`src/rtl/block_dispatcher_if.sv`:
```
// Dispatcher <-> CU bundle: per-CU block indices, offer/acknowledge
// handshake and completion pulses.
interface block_dispatcher_if #(
   parameter int n_cu        = 4,
   parameter int index_width = 8
);
   logic [n_cu*index_width-1:0] row_index;
   logic [n_cu*index_width-1:0] column_index;
   logic [n_cu-1:0]             indexes_ready;
   logic [n_cu-1:0]             indexes_received;
   logic [n_cu-1:0]             result_ready;

   modport master (
      output row_index,
      output column_index,
      output indexes_ready,
      input  indexes_received,
      input  result_ready
   );

   modport slave (
      input  row_index,
      input  column_index,
      input  indexes_ready,
      output indexes_received,
      output result_ready
   );
endinterface

```
`src/rtl/block_dispatcher.sv`:
```
// Walks the C block grid row-major, hands (i,j) pairs to free CUs and
// counts completions until every block of the job is written back.
module block_dispatcher #(
   parameter int n_cu        = 4,
   parameter int index_width = 8,
   parameter int max_mu_log  = 8
) (
   input  logic                  i_Clock,
   input  logic                  i_Reset,
   input  logic                  i_Start,
   input  logic [31:0]           i_Config,
   output logic [max_mu_log-1:0] o_mu,
   output logic                  o_Busy,
   output logic                  o_Done,
   block_dispatcher_if.master    cu
);
   localparam int IW = index_width;

   typedef enum logic [1:0] {
      S_IDLE, S_DISPATCH, S_DRAIN, S_DONE
   } state_e;

   typedef enum logic [1:0] {
      SL_FREE, SL_OFFER, SL_BUSY
   } slot_e;

   state_e                  state_q, state_d;
   slot_e                   slot_q [n_cu];
   slot_e                   slot_d [n_cu];
   logic [7:0]              p_q, p_d;
   logic [max_mu_log-1:0]   mu_q, mu_d;
   logic [IW-1:0]           row_q, row_d;
   logic [IW-1:0]           col_q, col_d;
   logic [IW-1:0]           col_last;
   logic [15:0]             issued_q, issued_d;
   logic [15:0]             completed_q, completed_d;
   logic [15:0]             total_q, total_d;
   logic [15:0]             n_res;
   logic                    busy_q, busy_d;
   logic                    done_q, done_d;
   logic                    found;
   logic [n_cu-1:0]         ready_q, ready_d;
   logic [n_cu*IW-1:0]      rix_q, rix_d;
   logic [n_cu*IW-1:0]      cix_q, cix_d;
   logic                    unused_cfg;

   assign unused_cfg = ^i_Config[31:24];
   assign col_last   = IW'(p_q - 8'd1);

   always_comb begin
      state_d     = state_q;
      slot_d      = slot_q;
      p_d         = p_q;
      mu_d        = mu_q;
      row_d       = row_q;
      col_d       = col_q;
      issued_d    = issued_q;
      total_d     = total_q;
      busy_d      = busy_q;
      done_d      = done_q;
      ready_d     = ready_q;
      rix_d       = rix_q;
      cix_d       = cix_q;
      n_res       = '0;
      found       = 1'b0;

      // Acks and results from any number of CUs land in the same cycle.
      for (int k = 0; k < n_cu; k++) begin
         if (slot_q[k] == SL_OFFER && cu.indexes_received[k]) begin
            slot_d[k]  = SL_BUSY;
            ready_d[k] = 1'b0;
         end
         if (slot_q[k] == SL_BUSY && cu.result_ready[k]) begin
            slot_d[k] = SL_FREE;
            n_res     = n_res + 16'd1;
         end
      end
      completed_d = completed_q + n_res;

      unique case (state_q)
         S_IDLE, S_DONE: begin
            if (i_Start) begin
               p_d         = i_Config[15:8];
               mu_d        = max_mu_log'(i_Config[23:16]);
               total_d     = 16'(i_Config[7:0]) * 16'(i_Config[15:8]);
               row_d       = '0;
               col_d       = '0;
               issued_d    = '0;
               completed_d = '0;
               busy_d      = 1'b1;
               done_d      = 1'b0;
               state_d     = S_DISPATCH;
            end
         end
         S_DISPATCH: begin
            if (total_q == 16'd0) begin
               busy_d  = 1'b0;
               done_d  = 1'b1;
               state_d = S_DONE;
            end else begin
               // Only slots already free before this edge are eligible.
               for (int k = 0; k < n_cu; k++) begin
                  if (!found && slot_q[k] == SL_FREE) begin
                     found                 = 1'b1;
                     slot_d[k]             = SL_OFFER;
                     ready_d[k]            = 1'b1;
                     rix_d[k*IW +: IW]     = row_q;
                     cix_d[k*IW +: IW]     = col_q;
                  end
               end
               if (found) begin
                  if (col_q == col_last) begin
                     col_d = '0;
                     row_d = row_q + 1'b1;
                  end else begin
                     col_d = col_q + 1'b1;
                  end
                  issued_d = issued_q + 16'd1;
                  if (issued_d == total_q) state_d = S_DRAIN;
               end
            end
         end
         S_DRAIN: begin
            if (completed_d == total_q) begin
               busy_d  = 1'b0;
               done_d  = 1'b1;
               state_d = S_DONE;
            end
         end
         default: state_d = S_IDLE;
      endcase
   end

   always_ff @(posedge i_Clock) begin
      if (i_Reset) begin
         state_q     <= S_IDLE;
         p_q         <= '0;
         mu_q        <= '0;
         row_q       <= '0;
         col_q       <= '0;
         issued_q    <= '0;
         completed_q <= '0;
         total_q     <= '0;
         busy_q      <= 1'b0;
         done_q      <= 1'b0;
         ready_q     <= '0;
         rix_q       <= '0;
         cix_q       <= '0;
         for (int k = 0; k < n_cu; k++) slot_q[k] <= SL_FREE;
      end else begin
         state_q     <= state_d;
         p_q         <= p_d;
         mu_q        <= mu_d;
         row_q       <= row_d;
         col_q       <= col_d;
         issued_q    <= issued_d;
         completed_q <= completed_d;
         total_q     <= total_d;
         busy_q      <= busy_d;
         done_q      <= done_d;
         ready_q     <= ready_d;
         rix_q       <= rix_d;
         cix_q       <= cix_d;
         slot_q      <= slot_d;
      end
   end

   assign o_mu             = mu_q;
   assign o_Busy           = busy_q;
   assign o_Done           = done_q;
   assign cu.indexes_ready = ready_q;
   assign cu.row_index     = rix_q;
   assign cu.column_index  = cix_q;
endmodule
```
`src/flat_wrapper.sv`:
```
// flat-port wrapper written by rule: the top's interface ports become plain ports
module block_dispatcher_flat 
#(
   parameter int n_cu        = 4,
   parameter int index_width = 8,
   parameter int max_mu_log  = 8
)
  (i_Clock, i_Reset, i_Start, i_Config, o_mu, o_Busy, o_Done, cu_row_index, cu_column_index, cu_indexes_ready, cu_indexes_received, cu_result_ready);
  block_dispatcher_if #(.n_cu(n_cu), .index_width(index_width)) cu_i ();
  input  logic i_Clock;
  input  logic i_Reset;
  input  logic i_Start;
  input  logic [31:0] i_Config;
  output logic [max_mu_log-1:0] o_mu;
  output logic o_Busy;
  output logic o_Done;
  output wire logic [$bits(cu_i.row_index)-1:0] cu_row_index;
  output wire logic [$bits(cu_i.column_index)-1:0] cu_column_index;
  output wire logic [$bits(cu_i.indexes_ready)-1:0] cu_indexes_ready;
  input wire logic [$bits(cu_i.indexes_received)-1:0] cu_indexes_received;
  input wire logic [$bits(cu_i.result_ready)-1:0] cu_result_ready;
  assign cu_row_index = cu_i.row_index;
  assign cu_column_index = cu_i.column_index;
  assign cu_indexes_ready = cu_i.indexes_ready;
  assign cu_i.indexes_received = cu_indexes_received;
  assign cu_i.result_ready = cu_result_ready;
  block_dispatcher #(.n_cu(n_cu), .index_width(index_width), .max_mu_log(max_mu_log)) u_core (.i_Clock(i_Clock), .i_Reset(i_Reset), .i_Start(i_Start), .i_Config(i_Config), .o_mu(o_mu), .o_Busy(o_Busy), .o_Done(o_Done), .cu(cu_i));
endmodule
```
`config.mk`:
```
export PLATFORM = sky130hd
export DESIGN_NAME = block_dispatcher_flat
export DESIGN_NICKNAME = d
export VERILOG_FILES = /design/src/rtl/block_dispatcher_if.sv /design/src/rtl/block_dispatcher.sv /design/src/flat_wrapper.sv
export SDC_FILE = /design/constraint.sdc
export NUM_CORES = 1
export LEC_CHECK = 0
export ABC_CLOCK_PERIOD_IN_PS = 8070
export CORE_ASPECT_RATIO = 0.8
export CORE_MARGIN = 2
export CORE_UTILIZATION = 37
export CTS_CLUSTER_DIAMETER = 100
export CTS_CLUSTER_SIZE = 12
export DETAILED_ROUTE_END_ITERATION = 8
export PLACE_DENSITY = 0.56
export SKIP_CTS_REPAIR_TIMING = 1
export SLEW_MARGIN = 10
export SYNTH_ARGS = -nofsm -noshare
export SYNTH_HDL_FRONTEND = slang
export SYNTH_SLANG_ARGS = --single-unit
```
`constraint.sdc`:
```
create_clock -name i_Clock -period 8.07 [get_ports i_Clock]
set_input_delay 1.614 -clock i_Clock [delete_from_list [all_inputs] [get_ports i_Clock]]
set_output_delay 1.614 -clock i_Clock [all_outputs]
set_load 0.02 [all_outputs]
```
==> summary.md, run 1 <==
| Metric | Value |
|---|---|
| Final setup TNS | 0 ns |
| Seq. cell area | 3203 um^2 |
| Largest net degree at the start of global routing | 82 |
| VDD IR-drop max | ~0.19 mV |
| HP Class | flop to flop |
| CP endpoint kind | flop |
| Most common cell on crit path | inv_1 |
| Clk Tree Root Cell | clkbuf_16 |
| Max cap viols | 0 |
| Final worst setup slack | ~2.3 ns |
| H-Tree Depth | 4 |
| Final Hold Violating Endpoints | 0 |
| GRT Util Overall | 19.00% |
| Netlist cell types | between 60 and 70 |
| Total grt overflow | 0 |
| Total clock buffers created by CTS | 17 |
| Asr flop ratio synth | 0% |
| CTS tree | yes |
| Sequential-to-total area share from yosys stat | 33.16% |
| Max-slew headroom | between 10% and 20% |
| Fillers | 2,588 |
| Initial antenna violation count | 0 |
| Rows | 52 |
| Port bufs | 112 |
| Clock-pin transition on the worst setup and hold timing paths | 0.07 ns |
| Worst EP arrival | 6.10 ns |
| I/O pin total | 121 |
| Later-pin clock latency in the skew report | around 0.44 ns |
| Internal power | 0.001700 W |
| Number of global-route vias before repair | 7,817 |
| EDFF count, synth | 0 |
| Die area | 27,420 um^2 |
| CP delay by family, top | adder cells |
| Fmax achieved | about 170 MHz |
| Static Leak | 4.400 nW |
| Final min period | about 5.8 ns |
| First drt pass iteration count | 6 |
| Top cell type's share of synthesized area | between 30% and 40% |
| Sw Ratio | 40.69% |
| Seq cells post-synth | 160 |
| Data required time of the critical path | 8.42 ns |
| Worst Max-Slew Pin Slew | 1.275 ns |
| Buf/Inv on CP | 5 |
| Drt initial violations | 510 |
| Ys Warns | 0 |
| Vias | 8,322 |
| Worst path slowest cell | clkdlybuf4s50_1 |
| Residual DRC | 0 |
| Combinational group share of total power | 38.4% |
| Post-synth top area cell | dfxtp_1 |
| Final period util | a little under three quarters |
| Final #Nets | 1,421 |
| First-pass GRT wire length | 41,720 um |
| Overall power | between 0.002 and 0.003 W |
| Synth Area per Inst | 7.871 um^2 |
| Unrepaired setup endpoints after global routing | no |
| Clock power frac | ~28% |
| Worst stage delay on the critical path | 0.74 ns |
| Setup Skew | 0.01690 ns |
| # diodes | 0 |
| Area Overhead vs Synth | 20.09% |
| Antenna-violating nets left | 0 |
| Critical setup path kind | input port to flop |
| Die height | 148.5 um |
| Switch Pwr | between 0.001 and 0.0015 W |
| CP max FO | 9 |
| Final wirelength | 25,560 um |
| Pwr per Cell Area | roughly 250 nW/um^2 |
| Gp weighted congestion | 0.8581 |
| Slew Viols, Final | 0 |
| Clock Tree Buf Depth | 2 |
| Detailed Place HPWL | 18,220 um |
| CP Launch Type | input port |
| Dominant cells by area after synthesis | dfxtp_1 33%, nand2_1 9.8%, fa_1 7.7% |
| Cells after Synth | 1,227 |
| Seq pwr share | 33.4% |
| Synth Flop Type | dfxtp_1 |
| Mapped Nets | ~1,400 |
| Layout cells sized above 1 | 4.058% |
| Synth Cell Area | between 9000 and 10,000 um^2 |
| Starting Density | 37.87% |
| Core area | 25,500 um^2 |
| Width of the die | 184.6 um |
| Multi-input logic area | ~5900 um^2 |
| Status | complete, no violations |
| Final setup vio count | 0 |
| CTS Sinks | 160 |
| Critical path, cell by cell | clkdlybuf4s50_1, and2_1, fa_1, inv_1, fa_1, inv_1, ha_1, inv_1, fa_1, inv_1, ha_1, nor2b_1, o21ai_0, a21oi_1, o211ai_1, a21oi_1, o31ai_1, xnor2_1, a211oi_1 |
| Routed len/inst | 15.42 um |
| Via density | 5.022 |
| Worst slack at placement | 1.877 ns |
-- final timing paths --
| check | endpoint | start | cells after the start | slack [ns] |
|---|---|---|---|---|
| max | u_core.total_q[15] | i_Config[10] | 19 | 2.31 |
| min | u_core.o_mu[6] | u_core.o_mu[6] | 2 | 0.46 |
| max reg2reg | u_core.o_Busy | u_core.slot_q[5] | 15 | 3.60 |
| min reg2reg | u_core.o_mu[6] | u_core.o_mu[6] | 2 | 0.46 |
-- tightest hold or removal path: cells and delay by family, from the launching register on --
| kind | cells | cell delay (ns) |
|---|---|---|
| and+or+nand+nor | 1 | 0.05 |
| DFF | 1 | 0.31 |
| AOI/OAI and AO/OA | 1 | 0.05 |
-- cells by family (layout without fill, tap and decap cells) --
| kind of cell | Yosys count | after routing | synth area share (%) |
|---|---|---|---|
| other | 1 | 1 | 0.03883 |
| multiplexers | 4 | 4 | 0.4275 |
| adder cells (fa/ha/maj) | 85 | 85 | 13.89 |
| AO/OA/AOI/OAI | 232 | 232 | 13.98 |
| XOR/XNOR | 82 | 82 | 7.890 |
| flip-flops | 160 | 160 | 33.16 |
| AND/OR/NAND/NOR | 521 | 521 | 25.00 |
| buffers and inverters | 142 | 221 | 5.609 |
-- state kept, by name (all words and copies together) (netlist names), 16 cells and up --
signal and flops:
u_core.cu.row_index 32, u_core.cu.column_index 32, u_core.completed_q 16, u_core.total_q 16, u_core.issued_q 16
-- cell usage in the layout, fill, tap and decap left out, types with 30 or more instances in the layout --
master,synthesis,final
a21oi_1,138,138
and2_1,38,38
clkdlybuf4s50_1,0,111
dfxtp_1,160,160
fa_1,37,37
ha_1,48,48
inv_1,73,73
nand2_1,253,253
nand3_1,30,30
nor2_1,78,78
o21ai_0,32,32
xnor2_1,42,42
xor2_1,37,37
-- cell type report --
type | count | area share, %
multi-input combinational | 925 | 51.20
sequential | 160 | 27.62
timing repair buffer | 116 | 9.903
tap | 351 | 3.786
clock buffer | 17 | 3.668
inverter | 73 | 2.362
clock inverter | 15 | 1.467
-- Yosys cell counts (10+ instances only) --
cell,count
a211oi_1,12
a21oi_1,138
and2_1,38
clkbuf_1,58
dfxtp_1,160
fa_1,37
ha_1,48
inv_1,73
nand2_1,253
nand2b_1,18
nand3_1,30
nand3b_1,10
nand4_1,10
nor2_1,78
nor3_1,26
nor4_1,12
o21ai_0,32
or3_1,13
xnor2_1,42
xor2_1,37
-- per-layer routing --
layer / global-route usage [%] / up-vias / wire, um
met5: 0 / - / 0
met2: 28.93 / 174 / 11080
met1: 28.25 / 3900 / 13100
met3: 2.865 / 16 / 1136
met4: 4.405 / 0 / 238
li1: - / 4232 / -
-- power by group through the flow --
stage / clock, W / sequential (W) / combinational [W]
final: 0.000809 / 0.000958 / 0.00110
after floorplan: 0 / 0.000940 / 0.000815
after detailed placement: 0 / 0.000974 / 0.00110
after global routing: 0.000860 / 0.000967 / 0.00124
after CTS: 0.000824 / 0.000957 / 0.00110
after global placement: 0 / 0.000973 / 0.00109
-- metrics by stage --
stage / instances / utilization (%) / hold slack (ns) / cell area (um^2)
6_report: 1657 / 45.48 / 0.4553 / 11600
5_1_grt: 1657 / 45.48 / 0.4753 / 11600
4_1_cts: 1657 / 45.48 / 0.4570 / 11600
3_5_place_dp: 1625 / 43.14 / 0.4471 / 11000
3_3_place_gp: 1625 / 43.14 / 0.4409 / 11000
2_1_floorplan: 1227 / - / 0.4478 / 9658
Power figures use the tool's default switching activity.
==> run 2, diff against run 1 <==
ABC_CLOCK_PERIOD_IN_PS = 4670   (was 8070)
PLACE_DENSITY = 0.58   (was 0.56)
clock period = 4.67 ns   (was 8.07 ns; I/O delays follow)
==> run 2 against run 1 <==
Effect of this change: sequential cell count is the same; global-route usage grew 0.23 points; count of clock-buffer cells in the layout grew 1; critical path depth shrank 1; critical endpoint is now u_core.state_q[0]; sequential power grew 73%; non-clock buffer count grew 67; total power grew 80%.
==> summary.md, run 2 (synthesized netlist as in run 1, its figures left out) <==
| Metric | Value |
|---|---|
| Status | complete, no violations |
| Worst stage delay on the critical path | 0.51 ns (-0.23 ns) |
| Layout cells sized above 1 | 9.905% (+5.8 points) |
| Seq. cell area | 3203 um^2 (unchanged) |
| Crit path depth | 18 (-1) |
| CP Launch Type | input port |
| Area Overhead vs Synth | 26.47% |
| Met1 Use GR | 28.73% (+0.48 points) |
| Hold Slack | 0.4552 ns (-0.00006500 ns) |
| Sw Ratio | 39.88% (-0.82 points) |
| Clock Tree Buf Depth | 2 (unchanged) |
| Final min period | 4.485 ns |
| Reg2Reg Depth | 17 (+2) |
| Final worst setup slack | 0.1845 ns (-2.128 ns) |
| DP Area | 11,490 um^2 (+4.5%) |
| Combinational group share of total power | 40.8% (+2.4 points) |
| Width of the die | 184.6 um (unchanged) |
| Static Leak | 4.849 nW (+10%) |
| Fmax achieved | approximately 220 MHz |
| Final Hold Violating Endpoints | 0 (unchanged) |
| Switch Pwr | 0.002060 W (+77%) |
| Gr busiest metal | met2 |
| Hold path cells | 2 (unchanged) |
| Data required time of the critical path | 4.96 ns (-3.46 ns) |
| Final #Nets | 1,488 (+4.7%) |
| Detailed Place HPWL | 18,930 um (+3.9%) |
| # diodes | 0 (unchanged) |
| Setup Skew | 0.01671 ns (-0.0001860 ns) |
| Drt initial violations | 585 (+15%) |
| Clk Tree Root Cell | clkbuf_16 |
| Internal power | 0.003105 W (+83%) |
| Residual DRC | 0 (unchanged) |
| Die area | 27,420 um^2 (unchanged) |
| Final wirelength | 25,990 um (+1.7%) |
| Largest net degree at the start of global routing | 69 (-16%) |
| Clock power frac | 27.1% (-1.1 points) |
| First-pass GRT wire length | 42,130 um (+0.98%) |
| Final setup TNS | 0 ns (unchanged) |
| First drt pass iteration count | 5 (-1) |
| Commonest non-fill, non-tap cell in the layout | nand2_1 |
| Worst path slowest cell | clkdlybuf4s50_1 |
| Vias | 8,590 (+3.2%) |
| Critical setup path kind | input port to flop |
| Pwr per Cell Area | 422.8 nW/um^2 (+71%) |
| Most common cell on crit path | ha_1 |
| Multi-input logic area | 6023 um^2 (+1.4%) |
| Initial antenna violation count | 0 (unchanged) |
| Met2 usage | 28.76% (-0.17 points) |
| Routed len/inst | 15.08 um (-2.2%) |
| Antenna-violating nets left | 0 (unchanged) |
| Final setup vio count | 0 (unchanged) |
| Die height | 148.5 um (unchanged) |
| Max cap viols | 0 (unchanged) |
| Number of global-route vias before repair | 8,034 (+2.8%) |
| CP delay by family, top | adder cells |
| Final period util | 96.05% |
| Buf/Inv on CP | 3 (-2) |
| Most frequent cells in the layout | 252 x nand2_1, 160 x dfxtp_1, 134 x a21oi_1 |
| HP Class | flop to flop |
| Critical path, cell by cell | clkdlybuf4s50_1, nand2_1, nor2_2, ha_1, xnor2_2, ha_1, mux2_2, inv_1, fa_1, xnor2_1, a2111oi_2, nand3_1, nor4_2, o211ai_1, o31ai_2, buf_4, and2_1, a211oi_2 |
| Worst R2R Setup Slack | 0.69 ns (-2.91 ns) |
| GRT Util Overall | 19.23% (+0.23 points) |
| Rows | 52 (unchanged) |
| Worst EP arrival | 4.78 ns (-1.32 ns) |
| CTS tree | yes |
| H-Tree Depth | 4 (unchanged) |
| Clock-pin transition on the worst setup and hold timing paths | 0.07 ns (about the same) |
| Max-slew headroom | 21.32% (+6.8 points) |
| Seq pwr share | 32.1% (-1.3 points) |
| Total grt overflow | 0 (unchanged) |
| CP endpoint kind | flop |
| Port bufs | 112 (unchanged) |
| Worst slack at placement | -0.6508 ns (-2.528 ns) |
| Worst Max-Slew Pin Slew | 1.174 ns (-0.1009 ns) |
| CTS Sinks | 160 (unchanged) |
| CP max FO | 4 (-5) |
| GR Util met3 | 3.183% (+0.32 points) |
| Via density | 4.983 (-0.79%) |
| Gp weighted congestion | 0.8480 (-1.2%) |
| I/O pin total | 121 (unchanged) |
| Core area | 25,500 um^2 (unchanged) |
| Final instance area | 12,210 um^2 (+5.3%) |
| VDD IR-drop max | 0.2401 mV (+28%) |
| Slew Viols, Final | 0 (unchanged) |
| Starting Density | 37.87% (unchanged) |
| Later-pin clock latency in the skew report | 0.44 ns (about the same) |
| Fillers | 2,509 (-3.1%) |
| Total clock buffers created by CTS | 17 (unchanged) |
-- run 2: cell count changes in the layout (fill, tap and decap cells not counted), moves of 3 or more --
cell / previous run / this run
a21oi_1: 138 / 134
a21oi_2: 0 / 4
buf_4: 5 / 72
clkdlybuf4s50_1: 111 / 98
dlymetal6s2s_1: 0 / 12
inv_6: 2 / 5
o21ai_0: 32 / 29
o21ai_1: 1 / 4
-- run 2: power groups by stage --
stage                     clock (W)  sequential, W  combinational (W)
after floorplan                   0        0.00162            0.00141
after global placement            0        0.00168            0.00202
after detailed placement          0        0.00168            0.00203
after CTS                   0.00143        0.00165            0.00205
after global routing        0.00148        0.00167            0.00237
final                       0.00140        0.00166            0.00211
-- run 2: worst paths after layout --
kind                            from                      end
min          u_core.cu.row_index[22]  u_core.cu.row_index[22]
max reg2reg         u_core.slot_q[7]        u_core.state_q[0]
max               cu_result_ready[0]        u_core.state_q[0]
min reg2reg  u_core.cu.row_index[22]  u_core.cu.row_index[22]
-- run 2: area by class of cell --
type / instances / share of cell area [%]
clock buffer: 18 / 3.596
clock inverter: 14 / 1.301
inverter: 73 / 2.243
multi-input combinational: 925 / 49.31
sequential: 160 / 26.22
tap: 351 / 3.596
timing repair buffer: 183 / 13.73
-- run 2: worst min-delay path, cell delays in order, from the launching register on --
cell	delay, ns
dfxtp_1	0.31
nand2_1	0.05
a21oi_1	0.05
-- run 2: stage by stage --
stage                     std cells  total power [W]  utilization, %
after floorplan                1227         0.003034               -
after global routing           1724         0.005516           47.89
after CTS                      1723         0.005126           47.41
after global placement         1691         0.003699           45.06
final                          1724         0.005165           47.89
after detailed placement       1691         0.003714           45.06
-- run 2: per-layer routing --
metal | wire length [um] | part of all wire, %
met1 | 13350 | 51
met2 | 11300 | 43
met3 | 1013 | 3.9
met4 | 329 | 1.3
met5 | 0 | 0
